**src/rtl/wave_capture_pkg.sv**
```systemverilog
// rtl/wave_capture_pkg.sv - shared state encoding and record layout for wave_capture
package wave_capture_pkg;

    typedef enum logic [1:0] {
        ST_IDLE  = 2'd0,
        ST_ARMED = 2'd1,
        ST_RUN   = 2'd2
    } cap_state_t;

    // Record layout, LSB first: value, ts, init, lost
    function automatic int rec_width(input int width, input int ts_width);
        return width + ts_width + 2;
    endfunction

    function automatic int init_bit(input int width, input int ts_width);
        return width + ts_width;
    endfunction

    function automatic int lost_bit(input int width, input int ts_width);
        return width + ts_width + 1;
    endfunction

endpackage

```
**src/rtl/capture_fifo.sv**
```systemverilog
// rtl/capture_fifo.sv - first-word-fall-through record FIFO with occupancy count
module capture_fifo #(
    parameter int DATA_W = 8,
    parameter int DEPTH  = 16
) (
    input  logic                     clk,
    input  logic                     reset,
    input  logic                     push,
    input  logic [DATA_W-1:0]        push_data,
    input  logic                     pop,
    output logic [DATA_W-1:0]        head,
    output logic                     full,
    output logic                     empty,
    output logic [$clog2(DEPTH):0]   level
);
    localparam int AW = $clog2(DEPTH);

    logic [DATA_W-1:0] mem [DEPTH];
    logic [AW-1:0]     wr_ptr;
    logic [AW-1:0]     rd_ptr;
    logic [AW:0]       count;
    logic              do_push;
    logic              do_pop;

    assign empty   = (count == '0);
    assign full    = (count == (AW+1)'(DEPTH));
    assign do_pop  = pop && !empty;
    // A full FIFO still takes a push when the head leaves on the same edge
    assign do_push = push && (!full || do_pop);

    always_ff @(posedge clk or posedge reset) begin
        if (reset) begin
            wr_ptr <= '0;
            rd_ptr <= '0;
            count  <= '0;
        end else begin
            if (do_push) wr_ptr <= wr_ptr + AW'(1);
            if (do_pop)  rd_ptr <= rd_ptr + AW'(1);
            case ({do_push, do_pop})
                2'b10:   count <= count + (AW+1)'(1);
                2'b01:   count <= count - (AW+1)'(1);
                default: count <= count;
            endcase
        end
    end

    always_ff @(posedge clk) begin
        if (do_push) mem[wr_ptr] <= push_data;
    end

    // Forced to zero while empty so stale entries never reach the outputs
    assign head  = empty ? '0 : mem[rd_ptr];
    assign level = count;

endmodule

```
**src/rtl/wave_capture.sv**
```systemverilog
// rtl/wave_capture.sv - probe change recorder emitting timestamped records over a stream
module wave_capture
    import wave_capture_pkg::*;
#(
    parameter int WIDTH    = 8,
    parameter int TS_WIDTH = 16,
    parameter int DEPTH    = 16
) (
    input  logic                     clk,
    input  logic                     reset,
    input  logic                     en,
    input  logic [WIDTH-1:0]         probe,
    output logic                     out_valid,
    input  logic                     out_ready,
    output logic [TS_WIDTH-1:0]      out_ts,
    output logic [WIDTH-1:0]         out_value,
    output logic                     out_init,
    output logic                     out_lost,
    output logic [$clog2(DEPTH):0]   level
);
    localparam int REC_W  = rec_width(WIDTH, TS_WIDTH);
    localparam int INIT_B = init_bit(WIDTH, TS_WIDTH);
    localparam int LOST_B = lost_bit(WIDTH, TS_WIDTH);

    cap_state_t          state;
    cap_state_t          state_nxt;
    logic [TS_WIDTH-1:0] ts;
    logic [WIDTH-1:0]    last;
    logic                pend_lost;
    logic                push;
    logic                push_init;
    logic                load_last;
    logic                pop;
    logic                accept;
    logic                full;
    logic                empty;
    logic [REC_W-1:0]    rec;
    logic [REC_W-1:0]    head;

    always_comb begin
        state_nxt = state;
        push      = 1'b0;
        push_init = 1'b0;
        load_last = 1'b0;
        case (state)
            ST_IDLE: begin
                if (en) state_nxt = ST_ARMED;
            end
            ST_ARMED: begin
                if (!en) begin
                    state_nxt = ST_IDLE;
                end else begin
                    push      = 1'b1;
                    push_init = 1'b1;
                    load_last = 1'b1;
                    state_nxt = ST_RUN;
                end
            end
            ST_RUN: begin
                if (!en) begin
                    state_nxt = ST_IDLE;
                end else if (probe != last) begin
                    push      = 1'b1;
                    load_last = 1'b1;
                end
            end
            default: state_nxt = ST_IDLE;
        endcase
    end

    assign pop    = out_valid && out_ready;
    assign accept = push && (!full || pop);
    assign rec    = {pend_lost, push_init, ts, probe};

    // last tracks the probe even when the record is dropped, so one drop is one attempt
    always_ff @(posedge clk or posedge reset) begin
        if (reset) begin
            state     <= ST_IDLE;
            ts        <= '0;
            last      <= '0;
            pend_lost <= 1'b0;
        end else begin
            state <= state_nxt;
            ts    <= ts + TS_WIDTH'(1);
            if (load_last) last <= probe;
            if (accept)    pend_lost <= 1'b0;
            else if (push) pend_lost <= 1'b1;
        end
    end

    capture_fifo #(
        .DATA_W (REC_W),
        .DEPTH  (DEPTH)
    ) u_fifo (
        .clk       (clk),
        .reset     (reset),
        .push      (accept),
        .push_data (rec),
        .pop       (pop),
        .head      (head),
        .full      (full),
        .empty     (empty),
        .level     (level)
    );

    assign out_valid = !empty;
    assign out_value = head[WIDTH-1:0];
    assign out_ts    = head[WIDTH +: TS_WIDTH];
    assign out_init  = head[INIT_B];
    assign out_lost  = head[LOST_B];

endmodule

```
**config.mk**
```make
export PLATFORM = sky130hd
export DESIGN_NAME = wave_capture
export DESIGN_NICKNAME = d
export VERILOG_FILES = /design/src/rtl/wave_capture_pkg.sv /design/src/rtl/capture_fifo.sv /design/src/rtl/wave_capture.sv
export SDC_FILE = /design/constraint.sdc
export NUM_CORES = 1
export LEC_CHECK = 0
export BUFFER_PORTS_ARGS = -buffer_cell sky130_fd_sc_hd__buf_4
export CAP_MARGIN = 5
export CELL_PAD_IN_SITES_DETAIL_PLACEMENT = 2
export CELL_PAD_IN_SITES_GLOBAL_PLACEMENT = 2
export CORE_MARGIN = 2
export CORE_UTILIZATION = 25
export CTS_BUF_LIST = sky130_fd_sc_hd__clkbuf_4 sky130_fd_sc_hd__clkbuf_8 sky130_fd_sc_hd__clkbuf_16
export CTS_CLUSTER_DIAMETER = 50
export DETAILED_ROUTE_END_ITERATION = 8
export PLACE_DENSITY = 0.56
export SLEW_MARGIN = 20
export SYNTH_ARGS = -nofsm -noshare
export SYNTH_HDL_FRONTEND = slang
export SYNTH_HIERARCHICAL = 1
export SYNTH_SLANG_ARGS = --single-unit
```
**constraint.sdc**
```tcl
create_clock -name clk -period 6 [get_ports clk]
set_input_delay 0.6 -clock clk [delete_from_list [all_inputs] [get_ports clk]]
set_output_delay 0.6 -clock clk [all_outputs]
set_load 0.02 [all_outputs]
```
Yosys cells after proc, flatten, opt, wreduce, memory -nomap -nowiden --
Memory sizes are Yosys's and may differ from the RTL's. Index checks and enable logic that the tools add are counted.
Cells by class: add/subtract/negate cells 5, eq/ne operators 8, mux-type cells 15, reduce and logical (&&, ||, !) cells 13
Operators with widths (count):
- 2-to-1 mux 26 bit | 1
- adder 16 x 1 -> 16 bit, second input constant | 1
- one-hot mux 5 bit (2 select lines) | 1
- adder 4 x 1 -> 4 bit, second input constant | 2
- 2-to-1 mux 1 bit | 8
- != test 8 bit | 1
- 2-to-1 mux 2 bit | 3
- one-hot mux 2 bit (3 select lines) | 1
- adder 5 x 1 -> 5 bit, second input constant | 1
- equality test 5 bit, second input constant | 1
- zero test 5 bit | 1
- subtractor 5 x 1 -> 5 bit, second input constant | 1
- equality test 2 x 1 -> 1 bit, second input constant | 2
- equality test 2 bit, second input constant | 2
- logical AND 1 bit | 4
- != test 2 bit, second input constant | 2
- nonzero test 2 bit | 2
- zero test 1 bit | 2
- zero test 2 bit | 1
- logical OR 1 bit | 2
- one-hot mux 1 bit (2 select lines) | 1
- AND reduction 2 bit | 1
Word-level totals: register bits 40, memory bits (writable) 416, memories kept 1
Memories:
- u_fifo.mem | depth 16, bits a word 26, rd ports 1, clocked after memory_dff 0, wr ports 1, RTL line capture_fifo.sv:18 | logic [DATA_W-1:0] mem [DEPTH];

Depth between registers and ports, before layout --
Gate-level depths: netlist of the first run.
depth in word-level cells 8, depth in mapped cells 14, gate-level depth less buffers 14

Cells and area by module --
The synthesis of the first run kept the hierarchy.
Modules (own cells, without submodules):
- capture_fifo | instances 1, cells each 744, area each 16714.8 sq um, sequential area each 12817.3 sq um
- wave_capture | instances 1, cells each 163, area each 1582.8 sq um, sequential area each 675.6 sq um

Worst setup path after synthesis of the first run --
Ideal clock, no wire load.
kind register -> register, start point register u_fifo.count[1], in the netlist u_fifo/level[1], end point memory u_fifo/mem[0][0] (netlist bit), enable pin, library setup time 0.475 ns, data arrival time 4.098 ns, required time 5.525 ns, setup slack 1.428 ns, stages on the path, launching flop included 9, path buffers 0, path through dfrtp_1 -> nor4_4 -> nand2_2 -> inv_1 -> nor2b_1 -> nand2b_1 -> o211a_1 -> o21ai_2 -> nor4_1
Between the ends: longest elaborated chain between the ends 8
RTL lines:
- from (decl) | RTL line capture_fifo.sv:21 | logic [AW:0] count;
- from (signal assigned) | RTL line capture_fifo.sv:40 | 2'b10: count <= count + (AW+1)'(1);
- from (signal assigned) | RTL line capture_fifo.sv:41 | 2'b01: count <= count - (AW+1)'(1);
- from (signal assigned) | RTL line capture_fifo.sv:42 | default: count <= count;
- zero test 5 bit | RTL line capture_fifo.sv:25 | assign empty = (count == '0);
- net empty | RTL line wave_capture.sv:36 | logic empty;
- zero test 1 bit | RTL line wave_capture.sv:106 | assign out_valid = !empty;
- logical AND 1 bit | RTL line wave_capture.sv:71 | assign pop = out_valid && out_ready;
- net pop | RTL line wave_capture.sv:33 | logic pop;
- logical OR 1 bit | RTL line wave_capture.sv:72 | assign accept = push && (!full || pop);
- logical AND 1 bit | RTL line wave_capture.sv:72
- net accept | RTL line wave_capture.sv:34 | logic accept;
- logical AND 1 bit | RTL line capture_fifo.sv:29 | assign do_push = push && (!full || do_pop);
- 2-to-1 mux 1 bit | RTL line capture_fifo.sv:48 | if (do_push) mem[wr_ptr] <= push_data;
- 2-to-1 mux 1 bit (implied by the code) | RTL line capture_fifo.sv:48
- to (decl) | RTL line capture_fifo.sv:18
The timed path passes the listed nets, and every way through them passes these cells.

Final worst setup path of the first run --
start point register state[1], end point memory u_fifo/mem[9][2] (netlist bit), enable pin
Between the ends: longest elaborated chain between the ends 6
RTL lines:
- from (decl) | RTL line wave_capture.sv:25 | cap_state_t state;
- from (signal assigned) | RTL line wave_capture.sv:83 | state <= state_nxt;
- equality test 2 bit or equality test 2 x 1 -> 1 bit (tied branches) | RTL line wave_capture.sv:45 | case (state)
- one-hot mux 1 bit (2 select lines) (*) | RTL line wave_capture.sv:45
- logical AND 1 bit (*) | RTL line wave_capture.sv:72
- net accept | RTL line wave_capture.sv:34
- logical AND 1 bit (*) | RTL line capture_fifo.sv:29
- 2-to-1 mux 1 bit (*) | RTL line capture_fifo.sv:48
- 2-to-1 mux 1 bit (implied by the code) (*) | RTL line capture_fifo.sv:48
The timed path passes the listed nets; every way through them passes the cells marked *.

==> results.txt, run 1 <==
----------------------------------------------------
[Route]
  Average wire length per cell after detail routing ... 22.81 um
  Drt first-iter violations ... 486
  Vias/cell ... 4.535
  Routed WL ... 45190 um
  DRC errors left ... 0
  First-pass detailed-route iteration total ... 4
  Post-DRT Antenna Nets ... 0
  Vias post-DR ... 8983

[Critical path]
  Required time at the endpoint of the critical path ... 6280 ps
  Critical path peak fanout ... 20
  CP endpoint kind ... register
  Worst Setup Start Kind ... register
  Setup Crit Path Kind ... reg -> reg
  Worst path arrival time ... 4340 ps

[Global route]
  Vias in the first global route ... 10180
  Global-route usage over all layers ... 12.22%
  Pin count of the biggest net entering global routing ... 55
  Wire length of the first global-routing pass ... 68300 um
  Initial antenna violation count ... 0
  Grt ovf ... 0

[Clocking]
  Clock latency at the later pin of the worst-skew pair ... 600 ps
  Clk buf depth ... 3
  Clock tree from TritonCTS ... built
  Number of post-CTS setup repair buffers ... 0
  Clock tree root driver cell ... sky130_fd_sc_hd__clkbuf_16
  Number of buffers inserted by hold repair at cts ... 0
  H-tree Lvls ... 2
  Worst-path clk slew ... 60 ps
  CTS-repair resized insts ... 0
  Clock net sink count ... 456
  TritonCTS Buffers ... 52

[Placement]
  Placed wire-length estimate ... 27150 um
  Number of buffer cells added on primary ports ... 43
  Final RePlAce weighted congestion ... 0.7148

[Synth]
  Register bit total from synthesis ... 456
  Predominant post-synthesis flop cell ... sky130_fd_sc_hd__edfxtp_1
  Post-synthesis average cell area ... 20.17 um2
  Net count after synthesis ... 932
  Netlist area before placement ... 0.01830 mm2
  Ys async rst share ... 8.772%
  Portion of the post-synthesis area used by sequential elements ... 73.74%
  Count of flip-flops with a built-in enable after synthesis ... 416
  Number of standard cells after synthesis ... 907
  Count of cell types in the netlist ... 49
  Yosys warning count ... 6

[Timing]
  Slew of the pin with the lowest slew margin ... 1088 ps
  Fmax ... 245.9 MHz
  Unrepaired setup endpoints after global routing ... false
  Number of pins exceeding their max-slew limit in the final report ... 0
  Final total negative setup slack ... 0 ps
  Part of the cycle the worst path needs ... 67.77%
  Time the worst path needs with I/O delays and setup ... 4066 ps
  # setup viols final ... 0
  Post-Route Skew ... 25.51 ps
  Number of failing hold endpoints at the final stage ... 0
  Remaining max-slew budget at the tightest pin ... 27.46%

[Cells and area]
  Post-layout util ... 29.68%
  Share of post-route cells with drive strength above 1 ... 28.96%
  Number of diodes ... 0
  Final-layout fill cell count ... 7267
  Count of nets after finishing ... 1007
  Area added between synthesis and finish ... 17.93%

[Outcome]
  Result of the run ... completed

[Die]
  Core Footprint ... 0.07271 mm2
  Die boundary height ... 274.5 um
  Initial core utilization ... 25.16%
  Die area ... 0.07537 mm2
  Num ports ... 44
  Cell row count ... 99
  Chip width ... 274.5 um

[Pwr]
  Total power divided by cell area ... 468.0 mW/mm2
  Pwr Total ... 10.10 mW
  Leakage power of the design ... 6.965 nW
  Worst VDD drop ... 0.0002274 V

[Flow run]
  MaxCap Viol Count ... 0

[Hold path]
  Hold crit path type ... in -> async

----------------------------------------------------
==> cell usage in the layout, fill, tap and decap left out, drive strengths merged, types with 11 or more instances in the layout <==
cell	n
nand2	24
nor2	31
ha	12
nand3	19
clkinv	18
mux2i	28
clkbuf	66
mux4	104
inv	26
xor2	17
a21oi	19
dfrtp	40
mux2	11
edfxtp	416
a221o	18
buf	66
nand4	13
xnor2	14
o21ai	16
==> layer usage <==
metal	GRT usage, %	part of all wire, %	vias up
li1	-	-	3875
met1	15.73	44	4924
met2	21.49	51	131
met3	1.999	3.2	53
met4	2.932	1.8	0
met5	0	0	-
==> where the power goes <==
group,switching (mW),internal [mW]
Sequential,0.341,3.62
Clock,1.29,1.90
Combinational,1.60,1.35
==> Yosys cell counts, drive strengths merged, types with 3 or more instances <==
library cell / instances / area, um2
edfxtp: 416 / 12490
mux4: 104 / 2357
dfrtp: 40 / 1001
nor2: 31 / 116.4
mux2i: 28 / 280.3
buf: 27 / 212.7
nand2: 24 / 92.59
inv: 22 / 82.58
a21oi: 19 / 98.85
nand3: 19 / 95.09
a221o: 18 / 180.2
clkbuf: 18 / 67.56
xor2: 17 / 148.9
o21ai: 16 / 83.83
xnor2: 14 / 122.6
nand4: 13 / 81.33
ha: 12 / 150.1
mux2: 11 / 123.9
o2bb2ai: 9 / 78.83
a211o: 8 / 80.08
nor4: 8 / 95.09
and3: 7 / 48.80
and2: 4 / 25.02
nand2b: 3 / 18.77
nor3: 3 / 15.01
==> sequential cells by signal, summed over array words and instances, names as in the netlist <==
name	count
u_fifo/mem	416
last	8
u_fifo/level	5
ts	16
state	2
pend_lost	1
u_fifo/wr_ptr	4
u_fifo/rd_ptr	4
==> worst max-delay path, stage by stage, from the launching register on <==
cell and delay (ps):
sky130_fd_sc_hd__dfrtp_1 400, sky130_fd_sc_hd__inv_1 90, sky130_fd_sc_hd__ha_1 180, sky130_fd_sc_hd__nand2_1 410
sky130_fd_sc_hd__inv_1 570, sky130_fd_sc_hd__o211a_1 370, sky130_fd_sc_hd__o21ai_2 170, sky130_fd_sc_hd__nor3b_1 380
sky130_fd_sc_hd__and2_1 910, sky130_fd_sc_hd__buf_12 270
==> logic make-up (layout without fill, tap and decap cells) <==
group	after synthesis	count (layout)	share of synthesized area (%)
buf+inv	67	182	1.983
fa+ha+maj	13	13	0.9300
xor+xnor	31	31	1.484
mux	143	143	15.09
compound gates	80	80	3.337
flops	456	456	73.74
simple gates	117	117	3.433
==> layout make-up <==
type	instances	area [um2]	area share (%)
Timing Repair Buffer	66	545.5	2.528
Sequential cell	456	13500	62.57
Clock inverter	28	321.6	1.490
Clock buffer	66	1419	6.575
Multi-Input combinational cell	384	4508	20.89
Inverter	22	82.58	0.3827
Tap cell	959	1200	5.561
==> metrics by stage <==
step                hold WS, ps  setup WS [ps]  instance area [um2]  instances
finish                    83.91           1934                21580       1981
global placement          538.3           2058                19840       1887
global route              111.8           1601                21580       1981
detailed placement        536.6           1894                19840       1887
floorplan                 472.3           1428                18300        907
CTS                       96.55           1870                21580       1981
==> worst paths after layout <==
check,depth (start not counted),slack (ps),end,from
max,9,1930,u_fifo/mem[9][2],state[1]
min,2,80,u_fifo/wr_ptr[3],reset
max reg2reg,9,1930,u_fifo/mem[9][2],state[1]
min reg2reg,2,540,state[1],state[1]
max in group asynchronous,2,5490,u_fifo/rd_ptr[0],reset
min in group clk,3,270,state[0],en
Note: power is estimated with default switching activity, not from simulation.
==> inputs of run 2 (changes only) <==
Clock period 6 ns to 4 ns, I/O delays scaled along.
==> run 2 against run 1 <==
Effect of this change: wire length grew 3.1%; via count up 1.1%; critical path depth decreased by 3; combinational power up 57%; critical endpoint is now out_ts[11].
==> results.txt, run 2 (same netlist as run 1, synthesis figures left out) <==
----------------------------------------------------
[Outcome]
  Result of the run ... completed

[Die]
  Die boundary height ... 274.5 um (unchanged)
  Core Footprint ... 0.07271 mm2 (unchanged)
  Die area ... 0.07537 mm2 (unchanged)
  Cell row count ... 99 (unchanged)
  Num ports ... 44 (unchanged)
  Chip width ... 274.5 um (unchanged)
  Initial core utilization ... 25.16% (unchanged)

[Cells and area]
  Most frequent cells in the layout ... 416 x sky130_fd_sc_hd__edfxtp_1, 100 x sky130_fd_sc_hd__mux4_2, 80 x sky130_fd_sc_hd__buf_4, 56 x sky130_fd_sc_hd__clkbuf_16, 37 x sky130_fd_sc_hd__dfrtp_1
  Area of the multi-input gates ... 0.004508 mm2 (unchanged)
  Post-layout util ... 30.01% (+0.33 points)
  Area added between synthesis and finish ... 19.25%
  Count of nets after finishing ... 1030 (+2.3%)
  Largest register FFs ... 416 (unchanged)
  Footprint of the flip-flops and latches ... 0.01350 mm2 (unchanged)
  Largest regs ... u_fifo/mem: 416 flops, ts: 16 flops, last: 8 flops
  Cell area after layout ... 0.02182 mm2 (+1.1%)
  Number of diodes ... 0 (unchanged)
  Share of post-route cells with drive strength above 1 ... 30.38% (+1.4 points)
  Register with the highest flop count ... u_fifo/mem
  Final-layout fill cell count ... 7252 (-0.21%)
  Commonest non-fill, non-tap cell in the layout ... sky130_fd_sc_hd__edfxtp_1

[Hold path]
  Min-Delay Endpoint ... state[0]
  HP Start ... en
  Number of instances on the worst hold path ... 3
  Hold crit path type ... in -> reg

[Route]
  Routed WL ... 46610 um (+3.1%)
  Drt first-iter violations ... 681 (+40%)
  First-pass detailed-route iteration total ... 4 (unchanged)
  DRC errors left ... 0 (unchanged)
  Post-DRT Antenna Nets ... 0 (unchanged)
  Vias post-DR ... 9081 (+1.1%)
  Average wire length per cell after detail routing ... 23.20 um (+1.7%)
  Vias/cell ... 4.520 (-0.32%)

[Critical path]
  Worst path arrival time ... 2920 ps (-1420 ps)
  Minimum setup slack among reg-to-reg paths ... 740 ps (-1190 ps)
  Reg2reg path depth ... 13 (+4)
  Kind of cell with the highest combined delay on the critical path ... flip-flops
  Setup Crit Path Kind ... reg -> out
  Worst Setup Start Kind ... register
  Cell type with the highest occurrence count on the critical path ... sky130_fd_sc_hd__buf_4
  Critical path peak fanout ... 25 (+25%)
  Max stage delay on crit path ... 760 ps (-150 ps)
  Chain of cells forming the critical path ... buf_4 -> mux4_2 -> mux2_2 -> o21ai_0 -> a21oi_1 -> buf_4
  Start of the worst register-to-register path ... u_fifo/level[0]
  CP endpoint kind ... output pin
  Worst path buffer plus inverter count ... 2 (-1)
  Required time at the endpoint of the critical path ... 3600 ps (-2680 ps)
  End of the worst register-to-register path ... u_fifo/level[4]
  CP max-delay cell ... sky130_fd_sc_hd__dfrtp_4

[Timing]
  Fmax ... 300.8 MHz
  Remaining max-slew budget at the tightest pin ... 44.80% (+17 points)
  Post-route worst hold slack ... 91.49 ps (+7.576 ps)
  Number of failing hold endpoints at the final stage ... 0 (unchanged)
  Post-Route Skew ... 12.97 ps (-12.55 ps)
  Unrepaired setup endpoints after global routing ... false
  Slew of the pin with the lowest slew margin ... 822.4 ps (-265.7 ps)
  Time the worst path needs with I/O delays and setup ... 3325 ps
  Part of the cycle the worst path needs ... 83.12%
  Number of pins exceeding their max-slew limit in the final report ... 0 (unchanged)
  # setup viols final ... 0 (unchanged)
  Final total negative setup slack ... 0 ps (unchanged)

[Placement]
  Placed wire-length estimate ... 27930 um (+2.9%)
  Placed Area ... 0.02003 mm2 (+0.98%)
  Number of buffer cells added on primary ports ... 43 (unchanged)
  Final RePlAce weighted congestion ... 0.7047 (-1.4%)

[Global route]
  Wire length of the first global-routing pass ... 69990 um (+2.5%)
  Grt ovf ... 0 (unchanged)
  Global-route usage over all layers ... 12.64% (+0.41 points)
  Pin count of the biggest net entering global routing ... 67 (+22%)
  Initial antenna violation count ... 1 (+1)
  Vias in the first global route ... 10280 (+1.0%)

[Clocking]
  Clk buf depth ... 3 (unchanged)
  Clock net sink count ... 456 (unchanged)
  Clock latency at the later pin of the worst-skew pair ... 590 ps (about the same)
  TritonCTS Buffers ... 53 (+1.9%)
  Clock tree root driver cell ... sky130_fd_sc_hd__clkbuf_16
  H-tree Lvls ... 2 (unchanged)
  Number of post-CTS setup repair buffers ... 0 (unchanged)
  Worst-path clk slew ... 60 ps (about the same)
  Clock tree from TritonCTS ... built

[Flow run]
  MaxCap Viol Count ... 0 (unchanged)

[Pwr]
  Leakage power of the design ... 7.113 nW (+2.1%)
  Pwr Total ... 15.28 mW (+51%)
  Worst VDD drop ... 0.0003697 V (+63%)
  Total power divided by cell area ... 700.1 mW/mm2 (+50%)

----------------------------------------------------
==> run 2: worst max path at each step <==
stage | start | endpoint | cells after the start
after detailed placement | u_fifo/level[0] | u_fifo/level[4] | 13
after global placement | u_fifo/level[0] | u_fifo/level[4] | 13
final | u_fifo/rd_ptr[3] | out_ts[11] | 6
after floorplan | u_fifo/level[1] | u_fifo/mem[0][0] | 8
after CTS | u_fifo/rd_ptr[3] | out_ts[0] | 6
after global routing | u_fifo/level[0] | u_fifo/level[4] | 13
==> run 2: layout make-up <==
type	instances	share of cell area, %
flip-flops and latches	456	61.88
multi-input cells	384	20.66
clock buffers	71	6.996
well taps	959	5.499
repair buffers	88	3.441
clock inverters	29	1.147
inverters	22	0.3785
==> run 2: what timing repair did <==
action | 4_1_cts | 5_1_grt
gates resized for setup | 0 | 0
hold buffers | 1 | 0
hold endpoints to repair | 40 | 0
==> run 2: stage by stage <==
step / worst slack (ps) / std cells
after floorplan: -572.1 / 907
after global placement: 797.1 / 1908
final: 675.3 / 2009
after global routing: 477.4 / 2009
after CTS: 550.5 / 2009
after detailed placement: 730.0 / 1908
==> run 2: metal layers <==
layer / global-route usage, % / routed length (um) / vias to the layer above
li1: - / - / 3932
met1: 16.14 / 19630 / 4969
met2: 22.58 / 24330 / 131
met3: 1.999 / 1988 / 49
met4: 2.660 / 656 / 0
met5: 0 / 0 / -
==> run 2: tightest hold or removal path: stages <==
cell,delay (ps)
sky130_fd_sc_hd__buf_4,110
sky130_fd_sc_hd__nand2_1,50
sky130_fd_sc_hd__o21ai_0,80
==> run 2: power by group <==
| group | switching [mW] | total (mW) | internal, mW |
|---|---|---|---|
| sequential | 0.361 | 5.79 | 5.43 |
| clock | 1.95 | 4.84 | 2.89 |
| combinational | 2.58 | 4.64 | 2.06 |
==> inputs of run 3 (changes only) <==
Clock period 4 ns to 3.4 ns, I/O delays scaled along.
==> run 3 against run 2 <==
Effect of this change: clock power increased by 27%; setup slack worse by 410 ps; combinational power up 24%; die area unchanged; first-iteration DRC count shrank 16%; final cell count grew 1.5%.
==> results.txt, run 3 (same netlist as run 1, synthesis figures left out) <==
----------------------------------------------------
[Pwr]
  Worst VDD drop ... 0.0003599 V (-2.7%)
  Power Internal ... 12.61 mW (+21%)
  Switching Share ... 32.33% (+0.29 points)
  Fraction of power consumed by the clock network ... 33.0% (+1.3 points)
  Leakage power of the design ... 7.312 nW (+2.8%)
  Part of the power in registers ... 36.2% (-1.7 points)
  Net switching power ... 6.024 mW (+23%)
  Combinational fraction of design power ... 30.8% (+0.4 points)
  Total power divided by cell area ... 839.0 mW/mm2 (+20%)

[Critical path]
  Critical path peak fanout ... 31 (+24%)
  Kind of cell with the highest combined delay on the critical path ... multiplexers
  Start of the worst register-to-register path ... u_fifo/level[0]
  Worst path arrival time ... 2790 ps (-130 ps)
  Worst path buffer plus inverter count ... 2 (unchanged)
  End point of the critical path ... out_lost
  Max stage delay on crit path ... 550 ps (-210 ps)
  CP endpoint kind ... output pin
  End of the worst register-to-register path ... u_fifo/level[4]
  Required time at the endpoint of the critical path ... 3060 ps (-540 ps)
  Minimum setup slack among reg-to-reg paths ... 300 ps (-440 ps)
  Worst Setup Start Kind ... register
  Reg2reg path depth ... 11 (-2)
  Count of cell instances traversed by the critical path ... 6 (unchanged)
  Setup Crit Path Kind ... reg -> out
  Setup crit start ... u_fifo/rd_ptr[0]
  CP max-delay cell ... sky130_fd_sc_hd__mux4_2
  Chain of cells forming the critical path ... buf_12 -> mux4_2 -> mux2i_1 -> nor2_1 -> a221o_1 -> buf_4

[Cells and area]
  Register with the highest flop count ... u_fifo/mem
  Largest regs ... u_fifo/mem: 416 flops, ts: 16 flops, last: 8 flops
  Post-layout util ... 30.55% (+0.54 points)
  Largest register FFs ... 416 (unchanged)
  Most frequent cells in the layout ... 416 x sky130_fd_sc_hd__edfxtp_1, 100 x sky130_fd_sc_hd__mux4_2, 99 x sky130_fd_sc_hd__buf_4, 60 x sky130_fd_sc_hd__clkbuf_16, 37 x sky130_fd_sc_hd__dfrtp_1
  Final-layout fill cell count ... 7272 (+0.28%)
  Cell area after layout ... 0.02221 mm2 (+1.8%)
  Number of diodes ... 0 (unchanged)
  Share of post-route cells with drive strength above 1 ... 32.65% (+2.3 points)
  Area added between synthesis and finish ... 21.38%
  Count of nets after finishing ... 1057 (+2.6%)
  Commonest non-fill, non-tap cell in the layout ... sky130_fd_sc_hd__edfxtp_1

[Placement]
  Number of buffer cells added on primary ports ... 43 (unchanged)
  Placed wire-length estimate ... 29630 um (+6.1%)
  Placed Area ... 0.02022 mm2 (+0.91%)
  Final RePlAce weighted congestion ... 0.6838 (-3.0%)
  Pre-CTS setup slack ... 261.5 ps (-468.5 ps)

[Clocking]
  H-tree Lvls ... 2 (unchanged)
  TritonCTS Buffers ... 59 (+11%)
  Clock latency at the later pin of the worst-skew pair ... 640 ps (+50 ps)
  Clock tree root driver cell ... sky130_fd_sc_hd__clkbuf_16
  Clock net sink count ... 456 (unchanged)
  Clk buf depth ... 3 (unchanged)
  Worst-path clk slew ... 60 ps (about the same)
  CTS-repair resized insts ... 0 (unchanged)
  Clock tree from TritonCTS ... built

[Timing]
  Remaining max-slew budget at the tightest pin ... 30.52% (-14 points)
  Slew of the pin with the lowest slew margin ... 1042 ps (+219.8 ps)
  Final total negative setup slack ... 0 ps (unchanged)
  Time the worst path needs with I/O delays and setup ... 3133 ps
  Unrepaired setup endpoints after global routing ... false
  # setup viols final ... 0 (unchanged)
  Post-Route Skew ... 40.89 ps (+27.92 ps)
  Post-route worst hold slack ... 56.68 ps (-34.81 ps)
  Smallest setup slack after layout ... 266.7 ps (-408.7 ps)
  Number of pins exceeding their max-slew limit in the final report ... 0 (unchanged)
  Part of the cycle the worst path needs ... 92.16%
  Number of failing hold endpoints at the final stage ... 0 (unchanged)
  Fmax ... 319.2 MHz

[Route]
  Post-DRT Antenna Nets ... 0 (unchanged)
  DRC errors left ... 0 (unchanged)
  Drt first-iter violations ... 574 (-16%)
  Routed WL ... 47460 um (+1.8%)
  Vias/cell ... 4.512 (-0.19%)
  Average wire length per cell after detail routing ... 23.27 um (+0.30%)
  Vias post-DR ... 9204 (+1.4%)
  First-pass detailed-route iteration total ... 4 (unchanged)

[Global route]
  Global-route usage over all layers ... 12.85% (+0.21 points)
  Grt ovf ... 0 (unchanged)
  Wire length of the first global-routing pass ... 71470 um (+2.1%)
  Initial antenna violation count ... 0 (-1)
  Pin count of the biggest net entering global routing ... 34 (-49%)
  Vias in the first global route ... 10540 (+2.5%)

[Hold path]
  Hold crit path type ... in -> reg
  HP Start ... probe[1]

[Die]
  Chip width ... 274.5 um (unchanged)
  Core Footprint ... 0.07271 mm2 (unchanged)
  Die area ... 0.07537 mm2 (unchanged)
  Num ports ... 44 (unchanged)
  Die boundary height ... 274.5 um (unchanged)
  Initial core utilization ... 25.16% (unchanged)
  Cell row count ... 99 (unchanged)

[Outcome]
  Result of the run ... completed

[Flow run]
  MaxCap Viol Count ... 0 (unchanged)

----------------------------------------------------
==> run 3: timing repair <==
action	4_1_cts	5_1_grt
buffers inserted	2	0
endpoints found under the hold margin	27	0
hold buffers	2	0
endpoints found under the setup margin	4	0
==> run 3: area by class of cell <==
type,count,area (um2),share of cell area [%]
clock inverters,38,355.3,1.600
repair buffers,109,923.4,4.158
inverters,22,82.58,0.3718
well taps,959,1200,5.402
clock buffers,72,1604,7.222
multi-input cells,384,4543,20.46
flip-flops and latches,456,13500,60.79
==> run 3: how the worst min path moves through the flow <==
stage	to	slack, ps	depth (start not counted)
3_5_place_dp	u_fifo/wr_ptr[0]	500	2
4_1_cts	u_fifo/mem[12][1]	20	1
5_1_grt	u_fifo/mem[12][1]	50	1
2_1_floorplan	u_fifo/level[0]	220	1
3_3_place_gp	u_fifo/wr_ptr[0]	470	2
6_report	u_fifo/mem[4][1]	60	1
==> run 3: routing by layer <==
layer / share of wire [%] / global-route usage, % / up-vias / wire length, um
li1: - / - / 3985 / -
met1: 44 / 16.97 / 5005 / 21060
met2: 50 / 21.80 / 145 / 23730
met3: 3.7 / 2.051 / 69 / 1746
met4: 2.0 / 3.776 / 0 / 926
met5: 0 / 0 / - / 0
==> run 3: worst reg2reg max path, stage by stage, from the launching register on <==
cell and delay (ps):
sky130_fd_sc_hd__dfrtp_1 440, sky130_fd_sc_hd__or4_1 650, sky130_fd_sc_hd__nor2_1 130, sky130_fd_sc_hd__nand2b_1 110
sky130_fd_sc_hd__o211a_1 200, sky130_fd_sc_hd__inv_1 120, sky130_fd_sc_hd__nand3_1 120, sky130_fd_sc_hd__fa_1 410
sky130_fd_sc_hd__nand2b_1 180, sky130_fd_sc_hd__a2111o_1 390, sky130_fd_sc_hd__o31a_1 110, sky130_fd_sc_hd__o211ai_1 150
==> run 3: power groups by stage <==
stage	Combinational (mW)	Sequential (mW)	Clock (mW)
global placement	5.80	6.90	0
floorplan	3.90	6.66	0
finish	5.74	6.75	6.15
CTS	5.96	6.76	6.32
global route	6.26	6.80	6.51
detailed placement	5.84	6.92	0
==> run 3: through the flow <==
step / std cells / total power, mW
CTS: 2040 / 19.04
detailed placement: 1926 / 12.77
floorplan: 907 / 10.56
global placement: 1926 / 12.70
global route: 2040 / 19.57
finish: 2040 / 18.63
